`config.mk`:
```
export PLATFORM = sky130hd
export DESIGN_NAME = mem_arbiter_flat
export DESIGN_NICKNAME = d
export VERILOG_FILES = /design/src/rtl/mem_arbiter_if.sv /design/src/rtl/mem_arbiter.sv /design/src/flat_wrapper.sv
export SDC_FILE = /design/constraint.sdc
export NUM_CORES = 1
export LEC_CHECK = 0
export BUFFER_PORTS_ARGS = -buffer_cell sky130_fd_sc_hd__buf_4
export CAP_MARGIN = 10
export CORE_AREA = 2 2 103 105
export DETAILED_ROUTE_END_ITERATION = 7
export DIE_AREA = 0 0 105 107
export PLACE_DENSITY = 0.73
export SLEW_MARGIN = 10
export SYNTH_ARGS = -nofsm -noshare
export SYNTH_HDL_FRONTEND = slang
export SYNTH_SLANG_ARGS = --single-unit
```
`constraint.sdc`:
```
create_clock -name CLK -period 1.7 [get_ports CLK]
set_clock_uncertainty 0.1 [all_clocks]
set_input_delay 0.085 -clock CLK [delete_from_list [all_inputs] [get_ports CLK]]
set_output_delay 0.085 -clock CLK [all_outputs]
set_load 0.02 [all_outputs]
```
`src/rtl/mem_arbiter_if.sv`:
```
// Bundle of fetch, data and RAM-side signals around the memory arbiter.
// slave = arbiter view, master = pipeline/RAM environment view.
interface mem_arbiter_if;
  logic        iREN;
  logic [31:0] iaddr;
  logic        iwait;
  logic [31:0] iload;
  logic        dREN;
  logic        dWEN;
  logic [31:0] daddr;
  logic [31:0] dstore;
  logic        dwait;
  logic [31:0] dload;
  logic        ramREN;
  logic        ramWEN;
  logic [31:0] ramaddr;
  logic [31:0] ramstore;
  logic [31:0] ramload;
  logic [1:0]  ramstate;
  logic        mem_err;

  modport slave (
    input  iREN, iaddr, dREN, dWEN, daddr, dstore, ramload, ramstate,
    output iwait, iload, dwait, dload, ramREN, ramWEN, ramaddr, ramstore, mem_err
  );
  modport master (
    output iREN, iaddr, dREN, dWEN, daddr, dstore, ramload, ramstate,
    input  iwait, iload, dwait, dload, ramREN, ramWEN, ramaddr, ramstore, mem_err
  );
endinterface

```
`src/rtl/mem_arbiter.sv`:
```
// Single-port RAM arbiter between fetch and data requesters: data-first with a
// streak limiter against fetch starvation and bounded retry on RAM ERROR.
module mem_arbiter #(
  parameter int          MAX_DSTREAK = 4,
  parameter int          MAX_RETRY   = 3,
  parameter logic [31:0] ERR_DATA    = 32'hBAD1BAD1
) (
  input logic          CLK,
  input logic          RST,
  mem_arbiter_if.slave mem
);
  localparam int SW = $clog2(MAX_DSTREAK + 1);
  localparam int RW = $clog2(MAX_RETRY + 1);
  localparam logic [1:0] RS_ACCESS = 2'b10;
  localparam logic [1:0] RS_ERROR  = 2'b11;

  typedef enum logic [1:0] {IDLE, DGNT, IGNT} state_t;

  state_t        state;
  logic [SW-1:0] dstreak;
  logic [RW-1:0] retry;

  logic d_req, own_req, grant, acc_done, err_done, done, d_done, i_done;
  logic [31:0] cpl_data;

  always_comb begin
    d_req    = mem.dREN | mem.dWEN;
    own_req  = (state == DGNT) ? d_req : (state == IGNT) ? mem.iREN : 1'b0;
    grant    = (state != IDLE);
    // Reset suppresses completion so an aborted grant never hands back data.
    acc_done = grant && own_req && !RST && (mem.ramstate == RS_ACCESS);
    err_done = grant && own_req && !RST && (mem.ramstate == RS_ERROR) &&
               (retry == RW'(MAX_RETRY));
    done     = acc_done | err_done;
    d_done   = done && (state == DGNT);
    i_done   = done && (state == IGNT);
    cpl_data = err_done ? ERR_DATA : mem.ramload;
    mem.iwait   = mem.iREN && !i_done;
    mem.dwait   = d_req && !d_done;
    mem.iload   = i_done ? cpl_data : 32'h0;
    mem.dload   = d_done ? cpl_data : 32'h0;
    mem.mem_err = err_done;
  end

  // RAM-side registers double as the latched request (addr/data/we).
  always_ff @(posedge CLK) begin
    if (RST) begin
      state        <= IDLE;
      dstreak      <= '0;
      retry        <= '0;
      mem.ramREN   <= 1'b0;
      mem.ramWEN   <= 1'b0;
      mem.ramaddr  <= 32'h0;
      mem.ramstore <= 32'h0;
    end else begin
      case (state)
        IDLE: begin
          if (d_req && (!mem.iREN || dstreak < SW'(MAX_DSTREAK))) begin
            state        <= DGNT;
            mem.ramREN   <= !mem.dWEN;
            mem.ramWEN   <= mem.dWEN;
            mem.ramaddr  <= mem.daddr;
            mem.ramstore <= mem.dstore;
          end else if (mem.iREN) begin
            state        <= IGNT;
            mem.ramREN   <= 1'b1;
            mem.ramWEN   <= 1'b0;
            mem.ramaddr  <= mem.iaddr;
            mem.ramstore <= 32'h0;
          end
        end
        default: begin
          if (!own_req || done) begin
            state        <= IDLE;
            retry        <= '0;
            mem.ramREN   <= 1'b0;
            mem.ramWEN   <= 1'b0;
            mem.ramaddr  <= 32'h0;
            mem.ramstore <= 32'h0;
          end else if (mem.ramstate == RS_ERROR) begin
            retry <= retry + 1'b1;
          end
        end
      endcase

      if (!mem.iREN || i_done)
        dstreak <= '0;
      else if (d_done && dstreak != SW'(MAX_DSTREAK))
        dstreak <= dstreak + 1'b1;
    end
  end
endmodule

```
`src/flat_wrapper.sv`:
```
// flat-port wrapper written by rule: the top's interface ports become plain ports
module mem_arbiter_flat 
#(
  parameter int          MAX_DSTREAK = 4,
  parameter int          MAX_RETRY   = 3,
  parameter logic [31:0] ERR_DATA    = 32'hBAD1BAD1
)
  (CLK, RST, mem_iREN, mem_iaddr, mem_dREN, mem_dWEN, mem_daddr, mem_dstore, mem_ramload, mem_ramstate, mem_iwait, mem_iload, mem_dwait, mem_dload, mem_ramREN, mem_ramWEN, mem_ramaddr, mem_ramstore, mem_mem_err);
  mem_arbiter_if mem_i ();
  input logic CLK;
  input logic RST;
  input wire logic [$bits(mem_i.iREN)-1:0] mem_iREN;
  input wire logic [$bits(mem_i.iaddr)-1:0] mem_iaddr;
  input wire logic [$bits(mem_i.dREN)-1:0] mem_dREN;
  input wire logic [$bits(mem_i.dWEN)-1:0] mem_dWEN;
  input wire logic [$bits(mem_i.daddr)-1:0] mem_daddr;
  input wire logic [$bits(mem_i.dstore)-1:0] mem_dstore;
  input wire logic [$bits(mem_i.ramload)-1:0] mem_ramload;
  input wire logic [$bits(mem_i.ramstate)-1:0] mem_ramstate;
  output wire logic [$bits(mem_i.iwait)-1:0] mem_iwait;
  output wire logic [$bits(mem_i.iload)-1:0] mem_iload;
  output wire logic [$bits(mem_i.dwait)-1:0] mem_dwait;
  output wire logic [$bits(mem_i.dload)-1:0] mem_dload;
  output wire logic [$bits(mem_i.ramREN)-1:0] mem_ramREN;
  output wire logic [$bits(mem_i.ramWEN)-1:0] mem_ramWEN;
  output wire logic [$bits(mem_i.ramaddr)-1:0] mem_ramaddr;
  output wire logic [$bits(mem_i.ramstore)-1:0] mem_ramstore;
  output wire logic [$bits(mem_i.mem_err)-1:0] mem_mem_err;
  assign mem_i.iREN = mem_iREN;
  assign mem_i.iaddr = mem_iaddr;
  assign mem_i.dREN = mem_dREN;
  assign mem_i.dWEN = mem_dWEN;
  assign mem_i.daddr = mem_daddr;
  assign mem_i.dstore = mem_dstore;
  assign mem_i.ramload = mem_ramload;
  assign mem_i.ramstate = mem_ramstate;
  assign mem_iwait = mem_i.iwait;
  assign mem_iload = mem_i.iload;
  assign mem_dwait = mem_i.dwait;
  assign mem_dload = mem_i.dload;
  assign mem_ramREN = mem_i.ramREN;
  assign mem_ramWEN = mem_i.ramWEN;
  assign mem_ramaddr = mem_i.ramaddr;
  assign mem_ramstore = mem_i.ramstore;
  assign mem_mem_err = mem_i.mem_err;
  mem_arbiter #(.MAX_DSTREAK(MAX_DSTREAK), .MAX_RETRY(MAX_RETRY), .ERR_DATA(ERR_DATA)) u_core (.CLK(CLK), .RST(RST), .mem(mem_i));
endmodule
```
**After elaboration in Yosys (flattened, before gate mapping)**

Index checks and enable logic that the tools add are counted.

- Bits of input ports: 135
- Flip-flop bits (word level): 73
- Word-level logic and storage cells: 72

- Reduce and logical (&&, ||, !) cells: 27
- Bitwise gates (word level): 3
- Eq/ne operators: 7
- $lt $le $gt $ge: 1
- Mux-type cells: 25
- $add $sub $neg: 2

Operators with widths:

| cell | number |
|---|---|
| 32-bit two-way mux | 10 |
| 2-bit two-way mux | 6 |
| 1-bit logical AND | 11 |
| 1-bit two-way mux | 9 |
| 2-bit equality test (second input constant) | 4 |
| 1-bit logical NOT | 6 |
| 2-bit nonzero test | 3 |
| 2-bit AND reduction | 2 |
| 3-bit by 1-bit adder with 3-bit output (second input constant) | 1 |
| 1-bit logical OR | 3 |
| 3-bit < comparator (second input constant) | 1 |
| 3-bit by 2-bit != test with 1-bit output (second input constant) | 1 |
| 3-bit != test (second input constant) | 1 |
| 2-bit by 1-bit adder with 2-bit output (second input constant) | 1 |
| 2-bit by 1-bit equality test with 1-bit output (second input constant) | 1 |
| 2-bit logical NOT | 1 |
| 1-bit bitwise OR | 2 |
| 2-bit OR reduction | 1 |
| 1-bit inverter | 1 |

**Depth between registers and ports, before layout**

Gate-level depths: netlist of run 1.

- Depth after elaboration: 11
- Mapped depth: 7
- Depth with buffers taken out: 5

**Worst setup path before layout of run 1**

No wires, ideal clock.

- Kind: reg-to-reg
- Start: register u_core.retry[0]
- End: register u_core.mem.ramstore[11]
- Arrival time: 1574 ps
- Stages on the path, launching flop included: 8
- Path slack: -91 ps
- Path buffers: 2
- Cell sequence: dfxtp_1 -> ha_1 -> nand2b_1 -> a211oi_2 -> o31a_1 -> buf_4 -> buf_6 -> a22o_1

- Word-level cells in the longest chain between the ends: 6

RTL lines:

| item | RTL line | text |
|---|---|---|
| start: declaration | mem_arbiter.sv:21 | `logic [RW-1:0] retry;` |
| start signal: assignment | mem_arbiter.sv:81 | `retry <= retry + 1'b1;` |
| 2-bit equality test | mem_arbiter.sv:33 | `(retry == RW'(MAX_RETRY));` |
| 1-bit logical AND | mem_arbiter.sv:32 | `err_done = grant && own_req && !RST && (mem.ramstate == RS_ERROR) &&` |
| 1-bit bitwise OR | mem_arbiter.sv:34 | `done = acc_done \| err_done;` |
| 1-bit logical OR | mem_arbiter.sv:73 | `if (!own_req \|\| done) begin` |
| 2-bit nonzero test (no source line) | n/a |  |
| 2-bit AND reduction (no source line) | n/a |  |
| end signal: assignment | mem_arbiter.sv:63 | `mem.ramstore <= mem.dstore;` |
| end: declaration | mem_arbiter_if.sv:24 | `output iwait, iload, dwait, dload, ramREN, ramWEN, ramaddr, ramstore, mem_err` |

Every way passes these cells.
A chain may end at the register's enable or synchronous reset.

**Worst setup path after layout of run 1**

- Start: register u_core.state[0]
- End: register u_core.mem.ramaddr[4]

- Word-level cells in the longest chain between the ends: 11

RTL lines:

| item | RTL line | text |
|---|---|---|
| start: declaration | mem_arbiter.sv:19 | `state_t state;` |
| start signal: assignment | mem_arbiter.sv:48 | `state <= IDLE;` |
| start signal: assignment | mem_arbiter.sv:59 | `state <= DGNT;` |
| start signal: assignment | mem_arbiter.sv:65 | `state <= IGNT;` |
| 2-bit equality test | mem_arbiter.sv:28 | `own_req = (state == DGNT) ? d_req : (state == IGNT) ? mem.iREN : 1'b0;` |
| 1-bit two-way mux (2 in series) | mem_arbiter.sv:28 |  |
| 1-bit logical AND (2 in series) | mem_arbiter.sv:31, mem_arbiter.sv:32 |  |
| 1-bit logical AND (2 in series) | mem_arbiter.sv:32 |  |
| 1-bit bitwise OR | mem_arbiter.sv:34 |  |
| 1-bit logical OR | mem_arbiter.sv:73 |  |
| 2-bit nonzero test (no source line) | n/a |  |
| 2-bit AND reduction (no source line) | n/a |  |
| end signal: assignment | mem_arbiter.sv:62 | `mem.ramaddr <= mem.daddr;` |
| end signal: assignment | mem_arbiter.sv:68 | `mem.ramaddr <= mem.iaddr;` |
| end: declaration | mem_arbiter_if.sv:24 |  |

Several ways; a longest one is shown, not always the timed one.

==> results of run 1 <==
-- cell families after synthesis --
| family | Yosys count | share of synthesized area [%] |
|---|---|---|
| compound gates | 151 | 35.91 |
| flops | 73 | 43.24 |
| simple gates | 68 | 12.48 |
| buf+inv | 40 | 6.923 |
| fa+ha+maj | 3 | 1.111 |
| mux | 1 | 0.3332 |
-- state kept, by name, indices dropped and copies added, names as in the netlist --
name and count:
u_core.mem.ramaddr 32, u_core.mem.ramstore 32, u_core.dstreak 3, u_core.retry 2, u_core.state 2, u_core.mem.ramREN 1
u_core.mem.ramWEN 1
-- synthesized netlist by cell type (all sizes together) (4+ instances only) --
master | n | area (µm²)
a21oi | 6 | 33.78
a22o | 32 | 280.3
a22oi | 32 | 240.2
and2 | 30 | 187.7
buf | 20 | 158.9
clkbuf | 14 | 52.55
dfxtp | 73 | 1461
inv | 6 | 22.52
nand2 | 7 | 26.28
nor2 | 8 | 35.03
nor2b | 4 | 32.53
o21a | 36 | 270.3
o2bb2ai | 32 | 280.3
-- final cells by class --
cell class | instances | area [µm²] | share of cell area (%)
multi-input cells | 223 | 1954 | 24.99
clock buffers | 11 | 141.4 | 1.808
repair buffers | 416 | 3988 | 50.98
well taps | 136 | 170.2 | 2.176
inverters | 6 | 22.52 | 0.2880
clock inverters | 5 | 78.83 | 1.008
flip-flops and latches | 73 | 1466 | 18.75
-- path summary, 6_finish.rpt --
kind	from	to	slack, ns	cells past startpoint
setup / recovery	u_core.state[0]	u_core.mem.ramaddr[4]	-0.30	10
setup reg to reg	u_core.state[0]	u_core.mem.ramaddr[4]	-0.30	10
hold reg to reg	u_core.mem.ramaddr[1]	u_core.mem.ramaddr[1]	0.37	1
hold / removal	mem_iREN	u_core.mem.ramWEN	0.08	4
-- through the flow --
stage | setup TNS (ns) | power (W) | setup WS, ns
3_5_place_dp | -1.640 | 0.003041 | -0.05335
2_1_floorplan | 0 | 0.002459 | 0.002573
6_report | -27.71 | 0.004930 | -0.2958
4_1_cts | -23.36 | 0.004867 | -0.2407
5_1_grt | -35.13 | 0.005118 | -0.3451
3_3_place_gp | -0.08801 | 0.003021 | -0.003931
-- routing by layer --
layer | up-vias | wire length (µm) | track usage, %
li1 | 2059 | - | -
met4 | 0 | 721 | 16.10
met1 | 2139 | 6030 | 28.64
met3 | 68 | 1227 | 6.991
met2 | 284 | 8654 | 48.52
met5 | - | 0 | 0
-- placed cells by master, fill, tap and decap left out, types with 6 or more instances in the layout --
master and instances:
clkbuf_8 10, buf_6 73, nand2_1 6, o2bb2ai_1 24, a22o_1 32, and2_4 28
buf_4 224, inv_1 6, dlygate4sd3_1 97, o2bb2ai_2 8, a22oi_1 32, buf_12 10
buf_16 6, dfxtp_1 69, o21a_4 8, nor2_1 6, o21a_1 27
-- report_power, final --
part / internal [W] / switching (W) / total, W
Sequential: 0.00184 / 0.0000878 / 0.00193
Combinational: 0.000826 / 0.000668 / 0.00149
Clock: 0.000865 / 0.000638 / 0.00150
Total: 0.00354 / 0.00139 / 0.00493
-- repair_timing --
| action | CTS | global route |
|---|---|---|
| hold buffers | 97 | 0 |
| setup buffers | 11 | 6 |
| endpoints found under the hold margin | 65 | 0 |
| pin swaps | 24 | 17 |
| setup endpoints to repair | 124 | 131 |
| resized for setup | 121 | 31 |
| gates cloned | 10 | 5 |
-- worst max-delay path, stage by stage, from the launching register on --
cell and delay [ns]:
dfxtp_2 0.34, buf_6 0.11, nand2b_4 0.08, buf_4 0.11, buf_6 0.10, buf_6 0.09
a211oi_2 0.03, o31a_2 0.38, buf_12 0.15, bufbuf_16 0.26, o2bb2ai_1 0.12
==> metrics.txt, run 1 <==
initial antenna violation count 0; vias in the first global route 4,769; worst slew pin tran 0.4778 ns; Syn Nets 474; nets@finish 867; crit path launch type flip-flop; Slew headroom 68.15%; WL/cell 19.12 µm; crit share post-route 117.4%; final setup vio count 131; ys flop type dfxtp_1; Die Ht 107 µm; First-pass DRT Iterations 5; antenna cells 0; Leakage 3.577 nW; GRT Resource Usage Total 27.09%; Fin Hold WS 0.08131 ns; GP Congestion 0.7659; first-pass GRT wire length 24.30 mm; HP Class input port to flip-flop; number of vias in the routed layout 4,550; area of the core 0.01009 mm²; max cap viols 0; Non-Filler Instances 870; CP endpoint kind flip-flop; clock tree buffer depth 2; Final ANT Viol Nets 0; Synth Cell Area 0.003379 mm²; Core Util, Final 77.50%; CTS buffer count 9; Layout fillers 609; violated checks negative setup slack; drt drc 0; maximum vdd ir drop 0.0005226 V; Mapped Cells 336; final WL 16.63 mm; post-synth cell types 43; 1st-iter DRT viols 222; Root Driver clkbuf_8; fin. max-slew vios 0; H-Tree Level Count 3; Post-synth EDFFs 0; CTS sink cnt 73; Yosys reg bits 73; Mapped Avg Cell Area 10.06 µm²; Cell Rows 37; status finished with violations; layout cells sized above 1 54.90%; fmax 501.1 MHz; Placed Cells incl. Taps 727; post-DR vias/cell 5.230; cell area power density 630.4 mW/mm²; register area share after synthesis 43.24%; total gr overflow 0; unrepaired setup endpoints after global routing true; Crit Path Class flip-flop to flip-flop; largest net degree at the start of global routing 41; DP Area 0.005619 mm²; Final Worst Setup Slack -0.2958 ns; Yosys Warn Count 0; Critical Path RT 1.81 ns; clock latency on the worst-skew pair 0.33 ns; post-layout instance area 0.007821 mm²; min cycle time layout 1.996 ns; Boundary Pins 268; port bufs 267; fraction of registers with async set or reset after synthesis 0%; Reg clk slew, reported paths 0.08 ns; final hold viol count 0; Arrival @ worst endpoint 2.10 ns; CP max FO 4; Chip Width 105 µm; DP HPWL 8.294 mm; Area Growth Syn to Fin 131.4%; TritonCTS clock tree built; Starting Density 33.49%; die area 0.01124 mm²
(Power assumes the default switching activity.)
==> run 2, diff against run 1 <==
--- a/config.mk
+++ b/config.mk
@@ -5,12 +5,13 @@
 export SDC_FILE = /design/constraint.sdc
 export NUM_CORES = 1
 export LEC_CHECK = 0
+export ABC_AREA = 1
 export BUFFER_PORTS_ARGS = -buffer_cell sky130_fd_sc_hd__buf_4
 export CAP_MARGIN = 10
-export CORE_AREA = 2 2 103 105
+export CORE_MARGIN = 2
+export CORE_UTILIZATION = 37
 export DETAILED_ROUTE_END_ITERATION = 7
-export DIE_AREA = 0 0 105 107
-export PLACE_DENSITY = 0.73
+export PLACE_DENSITY = 0.77
 export SLEW_MARGIN = 10
 export SYNTH_ARGS = -nofsm -noshare
 export SYNTH_HDL_FRONTEND = slang
==> run 2 against run 1 <==
The flow still finishes with violations (negative setup slack). Sequential power up 3%. Clock power hardly changed. Largest power group is now combinational cells. Critical path depth unchanged.
==> metrics.txt, run 2 <==
status finished with violations; violated checks negative setup slack; fmax 465.6 MHz (-7.1%); CTS sink cnt 73 (unchanged); layout cells sized above 1 52.21% (-2.7 points); 1st-iter DRT viols 252 (+14%); post-synth cell types 26 (-40%); WL/cell 16.88 µm (-12%); antenna cells 0 (unchanged); Synth top area share 38.93% (-4.3 points); most common cell after layout, fill and taps aside buf_4; max cap viols 0 (unchanged); Synth Cell Area 0.003754 mm² (+11%); most frequent cells in the layout buf_4, nand2_1, a21oi_1; drt drc 0 (unchanged); worst slew pin tran 0.4485 ns (-0.02931 ns); CP endpoint kind output port; crit share post-route 126.3% (+8.9 points); Reg clk slew, reported paths 0.08 ns (about the same); DP HPWL 10.41 mm (+25%); fin. max-slew vios 0 (unchanged); Boundary Pins 268 (unchanged); maximum vdd ir drop 0.0003939 V (-25%); CP max FO 18 (+14); min cycle time layout 2.148 ns (+0.1519 ns); GP Congestion 0.8609 (+12%); clock tree buffer depth 2 (unchanged); Starting Density 38.23% (+4.7 points); Mapped Cells 579 (+72%); Post-synth EDFFs 0 (unchanged); Area Growth Syn to Fin 113.9%; Final Worst Setup Slack -0.4477 ns (-0.1519 ns); vias in the first global route 5,022 (+5.3%); HP Class input port to flip-flop; Final ANT Viol Nets 0 (unchanged); initial antenna violation count 0 (unchanged); H-Tree Level Count 3 (unchanged); port bufs 267 (unchanged); Layout fillers 586 (-3.8%); Yosys Warn Count 0 (unchanged); post-DR vias/cell 5.125 (-2.0%); largest net degree at the start of global routing 55 (+34%); First-pass DRT Iterations 5 (unchanged); crit path launch type flip-flop; biggest area consumer among synthesized cells dfxtp_1; final hold viol count 0 (unchanged); Yosys reg bits 73 (unchanged); total power draw 0.005756 W (+17%); die area 0.01097 mm² (-2.4%); final WL 17.89 mm (+7.6%); Syn Nets 717 (+51%); area of the core 0.009819 mm² (-2.7%); Leakage 3.697 nW (+3.4%); Chip Width 104.7 µm (-0.27%); cell with the most instances after synthesis nand2_1; nets@finish 1,060 (+22%); Regs by FF count u_core.mem.ramaddr x32, u_core.mem.ramstore x32, u_core.dstreak x3; first-pass GRT wire length 23.20 mm (-4.5%); number of vias in the routed layout 5,432 (+19%); Slew headroom 70.10% (+2.0 points); TritonCTS clock tree built; final setup vio count 130 (-0.76%); Mapped Avg Cell Area 6.483 µm² (-36%); register area share after synthesis 38.93% (-4.3 points); Cell Rows 36 (-2.7%); GRT Resource Usage Total 25.85% (-1.2 points); Die Ht 104.7 µm (-2.1%); setup TNS -26.65 ns (+1.056 ns); Root Driver clkbuf_8; clock latency on the worst-skew pair 0.35 ns (+0.02 ns); Crit Path Class flip-flop to output port; Arrival @ worst endpoint 1.96 ns (-0.14 ns); cell area power density 716.9 mW/mm² (+14%); ys flop type dfxtp_1; Critical Path RT 1.51 ns (-0.30 ns); unrepaired setup endpoints after global routing true; synth top area cells dfxtp_1, nand2_1, a21oi_1, inv_1, nor3_1; synth cell count leaders nand2_1, a21oi_1, dfxtp_1; fraction of registers with async set or reset after synthesis 0% (unchanged); total gr overflow 0 (unchanged); CTS buffer count 9 (unchanged)
run 2: changes by cell type after synthesis, sizes merged, moves of 4 or more:
cell,change
nand3,+4
nand2,+208
nor3,+26
buf,+11
o21a,-36
a22oi,-32
inv,+42
and2,-30
o2bb2ai,-32
a22o,-32
nor2b,-4
a21oi,+133
run 2: final cells by class:
class | count | area [µm²] | area share [%]
clock buffers | 10 | 127.6 | 1.590
inverters | 49 | 198.9 | 2.478
flip-flops and latches | 73 | 1465 | 18.25
repair buffers | 374 | 3467 | 43.18
multi-input cells | 415 | 2514 | 31.31
clock inverters | 6 | 90.09 | 1.122
well taps | 133 | 166.4 | 2.073
run 2: path summary, 6_finish.rpt:
path	startpoint	end	slack [ns]	depth (start not counted)
worst min register to register	u_core.mem.ramstore[5]	u_core.mem.ramstore[5]	0.37	2
worst max register to register	u_core.retry[0]	u_core.mem.ramaddr[22]	-0.12	11
worst max-delay path	u_core.state[0]	mem_iload[6]	-0.45	10
worst min-delay path	mem_daddr[14]	u_core.mem.ramaddr[14]	0.01	5
run 2: worst max-delay path: stages, from the launching register on:
cell,delay [ns]
dfxtp_2,0.34
inv_2,0.05
nor2_4,0.09
nand2_2,0.05
nand2_2,0.09
nand2_2,0.08
nor3_4,0.21
inv_2,0.14
buf_12,0.19
a21oi_1,0.18
buf_4,0.17
run 2: power by group:
| part | internal [W] | switching (W) | leakage (nW) | total [W] |
|---|---|---|---|---|
| registers | 0.00188 | 0.000112 | 0.601 | 0.00199 |
| logic | 0.00107 | 0.00116 | 2.99 | 0.00223 |
| clock network | 0.000833 | 0.000696 | 0.107 | 0.00153 |
| total | 0.00379 | 0.00197 | 3.70 | 0.00576 |
run 2: metal layers:
| layer | vias up | global-route usage (%) | share of wire (%) |
|---|---|---|---|
| met2 | 285 | 48.10 | 52 |
| li1 | 2552 | - | - |
| met1 | 2523 | 27.29 | 36 |
| met3 | 72 | 5.677 | 6.9 |
| met5 | - | 0 | 0 |
| met4 | 0 | 12.57 | 4.8 |
run 2: cells by family after synthesis:
family | share of synthesized area (%)
fa+ha+maj | 1.000
flops | 38.93
simple gates | 28.53
compound gates | 19.83
xor+xnor | 0.2334
buf+inv | 11.47
run 2: repair_timing:
action	4_1_cts	5_1_grt
setup buffers	6	6
hold buffers	54	0
gates cloned	4	15
gates resized for setup	50	156
pin swaps	7	15
hold endpoints to repair	47	0
setup endpoints to repair	124	124
run 2: metrics by stage:
step | instances | area [µm²] | utilization [%] | worst slack (ns) | hold WS [ns]
6_report | 1060 | 8029 | 81.77 | -0.4477 | 0.01327
4_1_cts | 1039 | 7086 | 72.16 | -0.2911 | 0.0005105
5_1_grt | 1060 | 8029 | 81.77 | -0.5014 | 0.02631
3_5_place_dp | 959 | 6041 | 61.52 | -0.1084 | 0.2559
3_3_place_gp | 959 | 6041 | 61.52 | -0.01002 | 0.2506
2_1_floorplan | 579 | 3870 | - | -0.1562 | 0.1325
